File: src/rtl/audio_sample_fetcher.sv
`timescale 1ns/1ps
`default_nettype none
// ============================================================================
// Module      : audio_sample_fetcher
// Description : Emits one 16-bit sample per sample_clk tick, fetching a 32-bit
//               flash word over Avalon-MM every second tick while walking a
//               circular word-address window. Optional macro: BACKWARD_PLAY_EN.
// Revision    : 1.0 - initial release
// ============================================================================
module audio_sample_fetcher #(
    parameter int                ADDR_W     = 23,
    parameter logic [ADDR_W-1:0] START_ADDR = '0,
    parameter logic [ADDR_W-1:0] END_ADDR   = 23'h7FFFF
) (
    input  logic              inclk,
    input  logic              Reset,
    input  logic              sample_clk,
    input  logic              play,
`ifdef BACKWARD_PLAY_EN
    input  logic              dir,
`endif
    output logic              mem_read,
    output logic [ADDR_W-1:0] mem_addr,
    input  logic              mem_waitrequest,
    input  logic [31:0]       mem_readdata,
    input  logic              mem_readdatavalid,
    output logic [15:0]       audio_out,
    output logic              audio_valid,
    output logic              wrapped,
    output logic              overrun
);

    typedef enum logic [1:0] {
        IDLE      = 2'd0,
        REQ       = 2'd1,
        WAIT_DATA = 2'd2,
        WAIT_TICK = 2'd3
    } state_t;

    state_t            state;
    state_t            state_next;
    logic              s1;
    logic              s2;
    logic              tick;
    logic              start_word;
    logic              load_first;
    logic              load_second;
    logic              rev;
    logic [15:0]       second_half;
    logic [ADDR_W-1:0] step_addr;
    logic              step_wrap;

    assign tick = s1 & ~s2;

    always_comb begin
        state_next  = state;
        start_word  = 1'b0;
        load_first  = 1'b0;
        load_second = 1'b0;
        case (state)
            IDLE: begin
                if (tick && play) begin
                    state_next = REQ;
                    start_word = 1'b1;
                end
            end
            REQ: begin
                if (!mem_waitrequest) state_next = WAIT_DATA;
            end
            WAIT_DATA: begin
                if (mem_readdatavalid) begin
                    state_next = WAIT_TICK;
                    load_first = 1'b1;
                end
            end
            WAIT_TICK: begin
                if (tick && play) begin
                    state_next  = IDLE;
                    load_second = 1'b1;
                end
            end
            default: state_next = IDLE;
        endcase
    end

    assign mem_read = (state == REQ);
    // A tick that lands while the fetch is still outstanding cannot be served.
    assign overrun  = tick & play & ((state == REQ) | (state == WAIT_DATA));

    always_comb begin
        if (rev) begin
            step_wrap = (mem_addr == START_ADDR);
            step_addr = step_wrap ? END_ADDR : mem_addr - 1'b1;
        end else begin
            step_wrap = (mem_addr == END_ADDR);
            step_addr = step_wrap ? START_ADDR : mem_addr + 1'b1;
        end
    end

`ifdef BACKWARD_PLAY_EN
    // Direction is frozen per word so a mid-word change applies to the next word.
    always_ff @(posedge inclk) begin
        if (Reset)           rev <= 1'b0;
        else if (start_word) rev <= dir;
    end
`else
    assign rev = 1'b0;
`endif

    always_ff @(posedge inclk) begin
        if (Reset) begin
            state       <= IDLE;
            s1          <= 1'b0;
            s2          <= 1'b0;
            mem_addr    <= START_ADDR;
            audio_out   <= 16'h0;
            audio_valid <= 1'b0;
            wrapped     <= 1'b0;
            second_half <= 16'h0;
        end else begin
            state       <= state_next;
            s1          <= sample_clk;
            s2          <= s1;
            audio_valid <= load_first | load_second;
            wrapped     <= 1'b0;
            if (load_first) begin
                audio_out   <= rev ? mem_readdata[31:16] : mem_readdata[15:0];
                second_half <= rev ? mem_readdata[15:0]  : mem_readdata[31:16];
            end
            if (load_second) begin
                audio_out <= second_half;
                mem_addr  <= step_addr;
                wrapped   <= step_wrap;
            end
        end
    end

endmodule
`default_nettype wire
File: config.mk
export PLATFORM = sky130hd
export DESIGN_NAME = audio_sample_fetcher
export DESIGN_NICKNAME = d
export VERILOG_FILES = /design/src/rtl/audio_sample_fetcher.sv
export SDC_FILE = /design/constraint.sdc
export NUM_CORES = 1
export LEC_CHECK = 0
export BUFFER_PORTS_ARGS = -buffer_cell sky130_fd_sc_hd__buf_4
export CORE_UTILIZATION = 51
export DETAILED_ROUTE_END_ITERATION = 16
export PLACE_DENSITY_LB_ADDON = 0.15
export RECOVER_POWER = 100
export SETUP_SLACK_MARGIN = 0.2
export SYNTH_ARGS = -nofsm -noshare
export SYNTH_HDL_FRONTEND = slang
export SYNTH_SLANG_ARGS = --single-unit
File: constraint.sdc
create_clock -name inclk -period 2.5 [get_ports inclk]
set_clock_uncertainty 0.05 [all_clocks]
set_input_delay 0.75 -clock inclk [delete_from_list [all_inputs] [get_ports inclk]]
set_output_delay 0.75 -clock inclk [all_outputs]
set_load 0.02 [all_outputs]
Word-level counts from Yosys, hierarchy flattened
Index checks and enable logic that the tools add are counted.
{ "totals": {"regBits": 61, "inputBits": 38, "output_inout_bits": 43, "word_cells": 41} }
{ "classes": {"n_addsub": 1, "eq_ne": 8, "mux": 12, "n_bitwise": 7, "reduce_logical": 5} }
{ "op_table": {"columns": ["operator", "n"], "rows": [
  ["16-bit 2-to-1 mux", 2],
  ["23-bit by 1-bit adder with 23-bit output (second input constant)", 1],
  ["23-bit by 19-bit == test with 1-bit output (second input constant)", 1],
  ["23-bit 2-to-1 mux", 1],
  ["2-bit 2-to-1 mux", 4],
  ["2-bit != test (second input constant)", 4],
  ["2-bit one-hot mux with 4 select lines", 1],
  ["2-bit == test (second input constant)", 2],
  ["1-bit 2-to-1 mux", 4],
  ["4-bit AND reduction", 1],
  ["1-bit AND", 3],
  ["2-bit by 1-bit == test with 1-bit output (second input constant)", 1],
  ["2-bit zero test", 1],
  ["1-bit inverter", 2],
  ["1-bit OR", 2],
  ["2-bit nonzero test", 1],
  ["2-bit OR reduction", 1],
  ["1-bit logical AND", 1]
]} }

Longest topological paths before layout
Gate-level depths: netlist of run 1.
{ "logic_depth": {"depth_word": 7, "mapped_depth": 7, "ltp_nobuf": 6} }

Least setup slack after synthesis of run 1
OpenSTA, ideal clock, no wires.
{ "synth_path": {"path_type": "input -> register", "start": "input port play", "end": "register mem_addr[19]", "setup_time_ns": 0.070, "t_arrival_ns": 1.955, "t_required_ns": 2.380, "slack_ns": 0.425, "path_stages": 5, "path_buffers": 1, "cell_sequence": "nand4b_4 or3_4 buf_6 or4_1 a21oi_1"} }
{ "synth_via": {"elab_chain_len": 3} }
{ "synth_lines": {"columns": ["item", "line", "text"], "rows": [
  ["start, declared", "18", "input logic play,"],
  ["1-bit logical AND", "77", "if (tick && play) begin"],
  ["1-bit 2-to-1 mux", "77", null],
  ["1-bit 2-to-1 mux", "60", "case (state)"],
  ["end signal, assigned", "132", "mem_addr <= step_addr;"],
  ["end, declared", "23", "output logic [ADDR_W-1:0] mem_addr,"]
]} }
No other way between the ends.
A chain may end at the register's enable or synchronous reset.

Worst setup path in the final report of run 1
{ "layout_path": {"start": "register state[1]", "end": "output port overrun"} }
{ "layout_via": {"elab_chain_len": 3, "elab_cells_between_ends": 4, "classes_between": "2 x eq/ne; 2 x bitwise"} }
{ "layout_lines": {"columns": ["item", "line", "text"], "rows": [
  ["start, declared", "40", "state_t state;"],
  ["start signal, assigned", "121", "state <= state_next;"],
  ["2-bit by 1-bit == test with 1-bit output / 2-bit == test (equally long branches)", "88", "assign overrun = tick & play & ((state == REQ) | (state == WAIT_DATA));"],
  ["1-bit OR *", "88", null],
  ["1-bit AND *", "88", null],
  ["end, declared", "30", "output logic overrun"]
]} }
Every way passes the cells marked *; elsewhere a longest branch is shown, timed or not.

==> results.toml, run 1 <==
[sta]
fin_ws_ns = 0.263
max_clock_freq_mhz = 447
drv_slew = 0
tightestPinTransition_ns = 0.977
finalHoldViolations = 0
final-setup-viol-count = 0
fin_tns_setup_ns = 0
slew_headroom_pct = 34.9
period_share_pct = 89.5
rsz0062_at_grt = "no"
post-route-min-period_ns = 2.24

[route]
totalWireLength_um = 6270
viasPerCell = 5.51
drc_errors = 0
drtAntennaViolNets = 0
drt_iter0_drc = 142
num_vias = 2560
wl_per_cell_um = 13.5
drtPass1Iterations = 4

[logic_synthesis]
synth_edf_count = 0
syn_avg_cell_area_um2 = 8.24
synth_cells = 319
syn_nets = 362
ys_seq_area_share_pct = 46.5
post-synth-top-area-cell = "dfxtp_1"
yosys-top-cells-area = "dfxtp_1 46%, nand2_1 11%, a21oi_1 5.9%, a311oi_1 5.3%, nor2_1 4.0%"
yosys_register_bits = 61
synth_top_area_share_pct = 46.5
netlist_top_cells_count = "77 x nand2_1, 61 x dfxtp_1, 31 x a21oi_1, 28 x nor2_1, 17 x clkbuf_1"
ys_warn_count = 0
synth_ff_type = "dfxtp_1"
post_synth_num_cell_types = 34
synth_area_um2 = 2630
synth_most_common_cell = "nand2_1"
async_flop_share_pct = 0

[floorplanning]
fp.dieW_um = 73.8
initial_utilization_pct = 54.2
io_pins = 81
die_h_um = 73.8
dieArea_um2 = 5440
rows = 25
coreArea_um2 = 4850

[setup_path]
worst-path-stages = 4
cpLargestDelayFamily = "flip-flops"
criticalPathCategory = "reg2out"
crit_fanout = 4
slowest_stage = "dfxtp_1"
critical_path_arrival_ns = 1.44
cp.buffers_inverters = 2
cp-start-kind = "flop"
cp.required_ns = 1.70
reg2reg_depth = 7
cp-end-kind = "output port"
crit_path_max_incr_delay_ns = 0.38
crit_chain = "inv_1, ha_1, and2_1, clkbuf_1"

[global_route]
grt_pass1_wl_um = 9890
overflow = 0
grt_usage_pct = 24.3
grt_pass1_vias = 2173
antenna_found_initial = 0
grt_max_degree = 48

[finish]
syn_to_final_growth_pct = 25.0
final_cells = 465
drive_gt1_share_pct = 14.3
diodes = 0
num-nets-final = 437
n_fill_cell = 471

[clock_network]
clkLatencyLatePin_ns = 0.33
cts.hold.buffers_added = 0
cts_buffers = 9
cts.sinks = 61
postCtsSetupBuffers = 0
htreeDepth = 3
clk_transition_reported_paths_ns = 0.07
cts_buffer_depth = 2
cts_tree = "built"
cts_resized = 0
clock_tree.root_cell = "clkbuf_8"

[placed_design]
place_ws_ns = 0.280
dpl.hpwl_um = 4210
place_inst = 450
gp_congestion = 0.832
place.port_buffers = 80

[hold_path]
hold-path-cell-count = 2
min_path_type = "reg2reg"

[power_and_ir_drop]
leakagePower_uw = 0.00119
power_density_nw_per_um2 = 711
ir_drop_v = 0.000407

[flow_run]
max_cap_violations = 0

[status]
status = "complete, no violations"
-- final timing paths --
| kind | from | endpoint | slack, ns |
|---|---|---|---|
| setup / recovery | state[1]$_SDFFE_PP0P_ | overrun | 0.26 |
| hold reg to reg | second_half[13]$_SDFFE_PP0P_ | second_half[13]$_SDFFE_PP0P_ | 0.41 |
| setup reg to reg | state[0]$_SDFFE_PP0P_ | mem_addr[11]$_SDFFE_PP0P_ | 0.36 |
| hold / removal | second_half[13]$_SDFFE_PP0P_ | second_half[13]$_SDFFE_PP0P_ | 0.41 |
-- worst reg2reg max path, stage by stage (launching register included) --
cell and delay [ns]:
dfxtp_1 0.33, ha_1 0.23, and4b_1 0.26, nand4b_1 0.10
clkbuf_1 0.46, o21ai_0 0.17, clkbuf_2 0.28, a21oi_1 0.19
-- cell usage in the layout (no fill, tap or decap), types with 4 or more instances in the layout --
master	count
dfxtp_1	61
nand4_1	5
xnor2_1	6
clkbuf_8	10
or4_1	10
buf_4	37
a311oi_1	16
ha_1	5
and3_1	4
or3_1	4
clkbuf_1	44
a21oi_1	31
nand2_1	77
clkbuf_2	4
o21ai_0	6
nor2_1	28
nand3_1	6
o31ai_1	10
inv_1	5
-- area by class of cell --
type                       instances  area (um^2)  share of cell area [%]
timing repair buffer              85          463                    14.1
inverter                           5         18.8                   0.572
clock inverter                     5         75.1                    2.29
sequential                        61         1220                    37.2
multi-input combinational        232         1280                    39.1
tap                               67         83.8                    2.55
clock buffer                      10          138                    4.19
-- kinds of logic (layout without fill, tap and decap cells) --
logic type / Yosys count / count (layout) / share of synthesized area [%]
flops: 61 / 61 / 46.5
xor+xnor: 9 / 9 / 3.00
buf+inv: 26 / 105 / 4.10
fa+ha+maj: 5 / 5 / 2.38
mux: 1 / 1 / 0.381
simple gates: 152 / 152 / 27.8
compound gates: 65 / 65 / 15.9
-- power by group --
group	total, uW	leakage (uW)	switching (uW)	internal, uW
clock	948	0.000112	371	577
sequential	1060	0.000492	33.2	1030
combinational	328	0.000583	202	127
total	2340	0.00119	606	1730
-- routing by layer --
layer	GRT usage, %	vias up	wire (um)
met5	0	-	0
met4	13.0	0	123
met3	5.76	10	310
met2	37.4	80	2980
met1	31.4	1193	2860
li1	-	1277	-
-- state kept, by name (all words and copies together) (netlist names) --
name	flops
audio_out	16
second_half	16
mem_addr	23
wrapped	1
s2	1
state	2
s1	1
audio_valid	1
-- stage by stage --
stage	utilization [%]	total power, uW	cell area (um^2)	hold WS, ns
5_1_grt	67.7	2430	3280	0.422
6_report	67.7	2340	3280	0.407
3_5_place_dp	67.3	1440	3260	0.397
3_3_place_gp	67.3	1430	3260	0.393
4_1_cts	71.6	2380	3470	0.407
2_1_floorplan	-	1300	2630	0.387
Power figures use the tool's default switching activity.
==> run 2: changes to the inputs <==
--- a/config.mk
+++ b/config.mk
@@ -6,7 +6,7 @@
 export NUM_CORES = 1
 export LEC_CHECK = 0
 export BUFFER_PORTS_ARGS = -buffer_cell sky130_fd_sc_hd__buf_4
-export CORE_UTILIZATION = 51
+export CORE_UTILIZATION = 40
 export DETAILED_ROUTE_END_ITERATION = 16
 export PLACE_DENSITY_LB_ADDON = 0.15
 export RECOVER_POWER = 100
==> constraint.sdc (replaced) <==
create_clock -name inclk -period 2.2 [get_ports inclk]
set_clock_uncertainty 0.05 [all_clocks]
set_input_delay 0.66 -clock inclk [delete_from_list [all_inputs] [get_ports inclk]]
set_output_delay 0.66 -clock inclk [all_outputs]
set_load 0.02 [all_outputs]
==> run 2 against run 1 <==
Sequential share of layout area shrank 1.6 points; power up 27%; sequential power up 13%; routed wire length up 9.9%; die area is 27% higher; register-to-register slack worse by 0.14 ns; worst hold slack barely moved; largest cell class unchanged; highest routed layer unchanged.
==> results.toml, run 2 (synthesis gave the netlist of run 1 again) <==
[setup_path]
crit_fanout = 3
r2r_slack_ns = 0.22
critical_path_arrival_ns = 1.34
cp-end-kind = "output port"
criticalPathCategory = "reg2out"
cp-start-kind = "flop"
cp.required_ns = 1.49

[sta]
post-route-min-period_ns = 2.05
max_clock_freq_mhz = 488
fin_ws_ns = 0.151
final-setup-viol-count = 0
rsz0062_at_grt = "yes"
drv_slew = 0
finalHoldViolations = 0
fin_tns_setup_ns = 0
tightestPinTransition_ns = 1.10
slew_headroom_pct = 26.9
period_share_pct = 93.2
hold_ws_ns = 0.407

[route]
drc_errors = 0
drtAntennaViolNets = 0
wl_per_cell_um = 14.3
num_vias = 2598
totalWireLength_um = 6890
drt_iter0_drc = 127
drtPass1Iterations = 4
viasPerCell = 5.40

[power_and_ir_drop]
power.total_uw = 2970
power_density_nw_per_um2 = 865
ir_drop_v = 0.000536
leakagePower_uw = 0.00126

[floorplanning]
die_h_um = 83.1
io_pins = 81
initial_utilization_pct = 41.4
coreArea_um2 = 6350
rows = 29
dieArea_um2 = 6900
fp.dieW_um = 83.1

[clock_network]
cts_tree = "built"
cts_buffers = 9
clk_transition_reported_paths_ns = 0.07
cts_buffer_depth = 2
htreeDepth = 3
clkLatencyLatePin_ns = 0.34
cts.sinks = 61
clock_tree.root_cell = "clkbuf_8"
cts.hold.buffers_added = 0

[placed_design]
dpl.hpwl_um = 4590
place_inst = 461
place_ws_ns = 0.0518
gp_congestion = 0.821
place.port_buffers = 80

[finish]
drive_gt1_share_pct = 17.6
final_common_cell = "nand2_1"
largest_reg_flops = 23
reg_top3 = "mem_addr: 23 flops, audio_out: 16 flops, second_half: 16 flops"
diodes = 0
final_cells = 481
syn_to_final_growth_pct = 30.6
regMostFlops = "mem_addr"
mostFrequentLayoutCells = "77 x nand2_1, 61 x dfxtp_1, 45 x buf_4"
num-nets-final = 442

[global_route]
overflow = 0
antenna_found_initial = 0
grt_pass1_vias = 2481
grt_usage_pct = 20.3
grt_max_degree = 40
grt_pass1_wl_um = 11400

[status]
status = "complete, no violations"

[flow_run]
max_cap_violations = 0

[hold_path]
min_path_type = "reg2reg"
-- run 2: changes by cell type in the layout (fill, tap and decap cells not counted), sizes merged --
cell,before,now
buf,37,47
clkinv,3,2
clkinvlp,0,1
clkbuf,58,52
bufinv,2,4
-- run 2: worst paths after layout --
check	end	from	cells past startpoint
worst max-delay path	overrun	state[0]$_SDFFE_PP0P_	4
worst min-delay path	second_half[6]$_SDFFE_PP0P_	second_half[6]$_SDFFE_PP0P_	2
worst max register to register	mem_addr[18]$_SDFFE_PP0P_	state[0]$_SDFFE_PP0P_	6
worst min register to register	second_half[6]$_SDFFE_PP0P_	second_half[6]$_SDFFE_PP0P_	2
-- run 2: worst max-delay path, stage by stage, from the launching register on --
cell and delay, ns:
dfxtp_1 0.37, inv_1 0.10, ha_4 0.29, and2_4 0.14
buf_6 0.11
-- run 2: metrics by stage --
| stage | instance area [um^2] | util, % |
|---|---|---|
| 2_1_floorplan | 2630 | - |
| 3_3_place_gp | 3280 | 51.7 |
| 3_5_place_dp | 3280 | 51.7 |
| 4_1_cts | 3570 | 56.2 |
| 5_1_grt | 3430 | 54.0 |
| 6_report | 3430 | 54.0 |
-- run 2: repair_timing --
item	4_1_cts	5_1_grt
endpoints found under the setup margin	5	9
buffers inserted	1	3
resized for setup	5	7
pin swaps	1	3
-- run 2: power breakdown --
part           switching [uW]  total (uW)  internal [uW]
Combinational             253         446            193
Sequential               36.1        1200           1170
Clock                     458        1320            863
Total                     747        2970           2220
-- run 2: cell type report --
type / count / area, um^2
clock inverter: 7 / 138
multi-input combinational: 232 / 1310
clock buffer: 9 / 124
tap: 77 / 96.3
sequential: 61 / 1220
timing repair buffer: 90 / 527
fill: 627 / 2920
inverter: 5 / 18.8
-- run 2: per-layer routing --
layer / share of wire (%) / track usage, % / wire length (um) / up-vias
met1: 48 / 26.9 / 3290 / 1238
met2: 46 / 31.4 / 3190 / 62
met5: 0 / 0 / 0 / -
li1: - / - / - / 1287
met4: 1.7 / 10.5 / 114 / 0
met3: 4.3 / 4.17 / 298 / 11
==> run 3: changes to the inputs <==
--- a/config.mk
+++ b/config.mk
@@ -10,7 +10,7 @@
 export DETAILED_ROUTE_END_ITERATION = 16
 export PLACE_DENSITY_LB_ADDON = 0.15
 export RECOVER_POWER = 100
-export SETUP_SLACK_MARGIN = 0.2
+export SKIP_CTS_REPAIR_TIMING = 1
 export SYNTH_ARGS = -nofsm -noshare
 export SYNTH_HDL_FRONTEND = slang
 export SYNTH_SLANG_ARGS = --single-unit
==> run 3 against run 2 <==
Die area did not move; flip-flop and latch count did not move; global-route usage shrank 0.15 points; worst hold slack got worse by 0.00072 ns; sequential share of layout area increased by 0.61 points; critical path type unchanged; routed wire length down 1.9%; clock-buffer cell count unchanged; largest power group unchanged; final area down 1.7%.
==> results.toml, run 3 (synthesis gave the netlist of run 1 again) <==
[finish]
largest_reg_flops = 23
diodes = 0
drive_gt1_share_pct = 15.3
final_common_cell = "nand2_1"
reg_top3 = "mem_addr: 23 flops, audio_out: 16 flops, second_half: 16 flops"
regMostFlops = "mem_addr"
mostFrequentLayoutCells = "77 x nand2_1, 61 x dfxtp_1, 43 x clkbuf_1"
syn_to_final_growth_pct = 28.4
num-nets-final = 438
n_fill_cell = 636

[global_route]
grt_util_met3_pct = 4.17
overflow = 0
met2_usage_pct = 31.4
grt_use_met1_pct = 26.4
grt_pass1_wl_um = 11300
grt_pass1_vias = 2483
busiest_layer = "met2"
grt_max_degree = 40
antenna_found_initial = 0
grt_usage_pct = 20.2

[floorplanning]
initial_utilization_pct = 41.4
io_pins = 81
rows = 29
die_h_um = 83.1
coreArea_um2 = 6350
dieArea_um2 = 6900
fp.dieW_um = 83.1

[power_and_ir_drop]
comb_power_share_pct = 13.3
p_int_uw = 2180
power_density_nw_per_um2 = 859
ir_drop_v = 0.000524
leakagePower_uw = 0.00124
switchingPower_uw = 720
seq_power_share_pct = 41.5
p_clk_share_pct = 45.2
netSwitchingFraction_pct = 24.8

[setup_path]
slowest_stage = "dfxtp_1"
cp.buffers_inverters = 2
cp-start-kind = "flop"
cpLargestDelayFamily = "flip-flops"
crit_chain = "inv_1, ha_1, and2_1, buf_4"
cp-end-kind = "output port"
criticalPathCategory = "reg2out"
crit_path_max_incr_delay_ns = 0.37
cp.required_ns = 1.49
crit_fanout = 3
critical_path_arrival_ns = 1.42

[sta]
drv_slew = 0
rsz0062_at_grt = "no"
post-route-min-period_ns = 2.13
tightestPinTransition_ns = 1.13
period_share_pct = 96.8
max_clock_freq_mhz = 470
fin_tns_setup_ns = 0
final-setup-viol-count = 0
slew_headroom_pct = 25.0
fin_ws_ns = 0.0705
finalHoldViolations = 0

[route]
num_vias = 2596
drt_iter0_drc = 108
totalWireLength_um = 6760
viasPerCell = 5.44
drtPass1Iterations = 6
drtAntennaViolNets = 0
wl_per_cell_um = 14.2
drc_errors = 0

[flow_run]
max_cap_violations = 0

[clock_network]
clk_transition_reported_paths_ns = 0.07
cts.sinks = 61
clkLatencyLatePin_ns = 0.33
cts_tree = "built"
cts_buffers = 9
cts_buffer_depth = 2
htreeDepth = 3
clock_tree.root_cell = "clkbuf_8"

[placed_design]
dpl.hpwl_um = 4590
place.port_buffers = 80
gp_congestion = 0.821
place_ws_ns = 0.0518

[hold_path]
min_path_type = "reg2reg"

[status]
status = "complete, no violations"
run 3: path summary, 6_finish.rpt:
| check | depth (start not counted) | slack (ns) | start | endpoint |
|---|---|---|---|---|
| setup reg to reg | 6 | 0.14 | state[1]$_SDFFE_PP0P_ | mem_addr[18]$_SDFFE_PP0P_ |
| hold reg to reg | 2 | 0.41 | second_half[6]$_SDFFE_PP0P_ | second_half[6]$_SDFFE_PP0P_ |
| setup / recovery | 4 | 0.07 | state[0]$_SDFFE_PP0P_ | overrun |
| hold / removal | 2 | 0.41 | second_half[6]$_SDFFE_PP0P_ | second_half[6]$_SDFFE_PP0P_ |
run 3: worst reg2reg max path: cells and delay by family (launching register included):
family | cells | cell delay (ns)
compound gates | 1 | 0.17
fa+ha+maj | 1 | 0.25
buf+inv | 1 | 0.20
flops | 1 | 0.38
simple gates | 3 | 0.94
run 3: metrics by stage:
| stage | utilization (%) | instances | instance area [um^2] | total power, uW | hold WS, ns |
|---|---|---|---|---|---|
| final | 53.1 | 477 | 3370 | 2900 | 0.407 |
| after global routing | 53.1 | 477 | 3370 | 3030 | 0.424 |
| after CTS | 55.8 | 477 | 3540 | 2950 | 0.408 |
| after detailed placement | 51.7 | 461 | 3280 | 1640 | 0.397 |
| after global placement | 51.7 | 461 | 3280 | 1630 | 0.393 |
| after floorplan | - | 319 | 2630 | 1470 | 0.387 |
run 3: power groups by stage:
stage	combinational [uW]	clock, uW	sequential [uW]
2_1_floorplan	224	0	1250
3_3_place_gp	404	0	1220
3_5_place_dp	414	0	1230
4_1_cts	416	1340	1200
5_1_grt	432	1380	1210
6_report	385	1310	1200
run 3: cell type report:
class	instances	area (um^2)	share of cell area [%]
Timing Repair Buffer	86	477	14.1
Inverter	5	18.8	0.556
Clock buffer	9	124	3.67
Multi-Input combinational cell	232	1300	38.5
Tap cell	77	96.3	2.86
Clock inverter	7	138	4.08
Sequential cell	61	1220	36.2
run 3: metal layers:
metal | routed length [um] | up-vias
met2 | 3140 | 78
met1 | 3190 | 1229
met5 | 0 | -
met4 | 97 | 0
li1 | - | 1279
met3 | 331 | 10
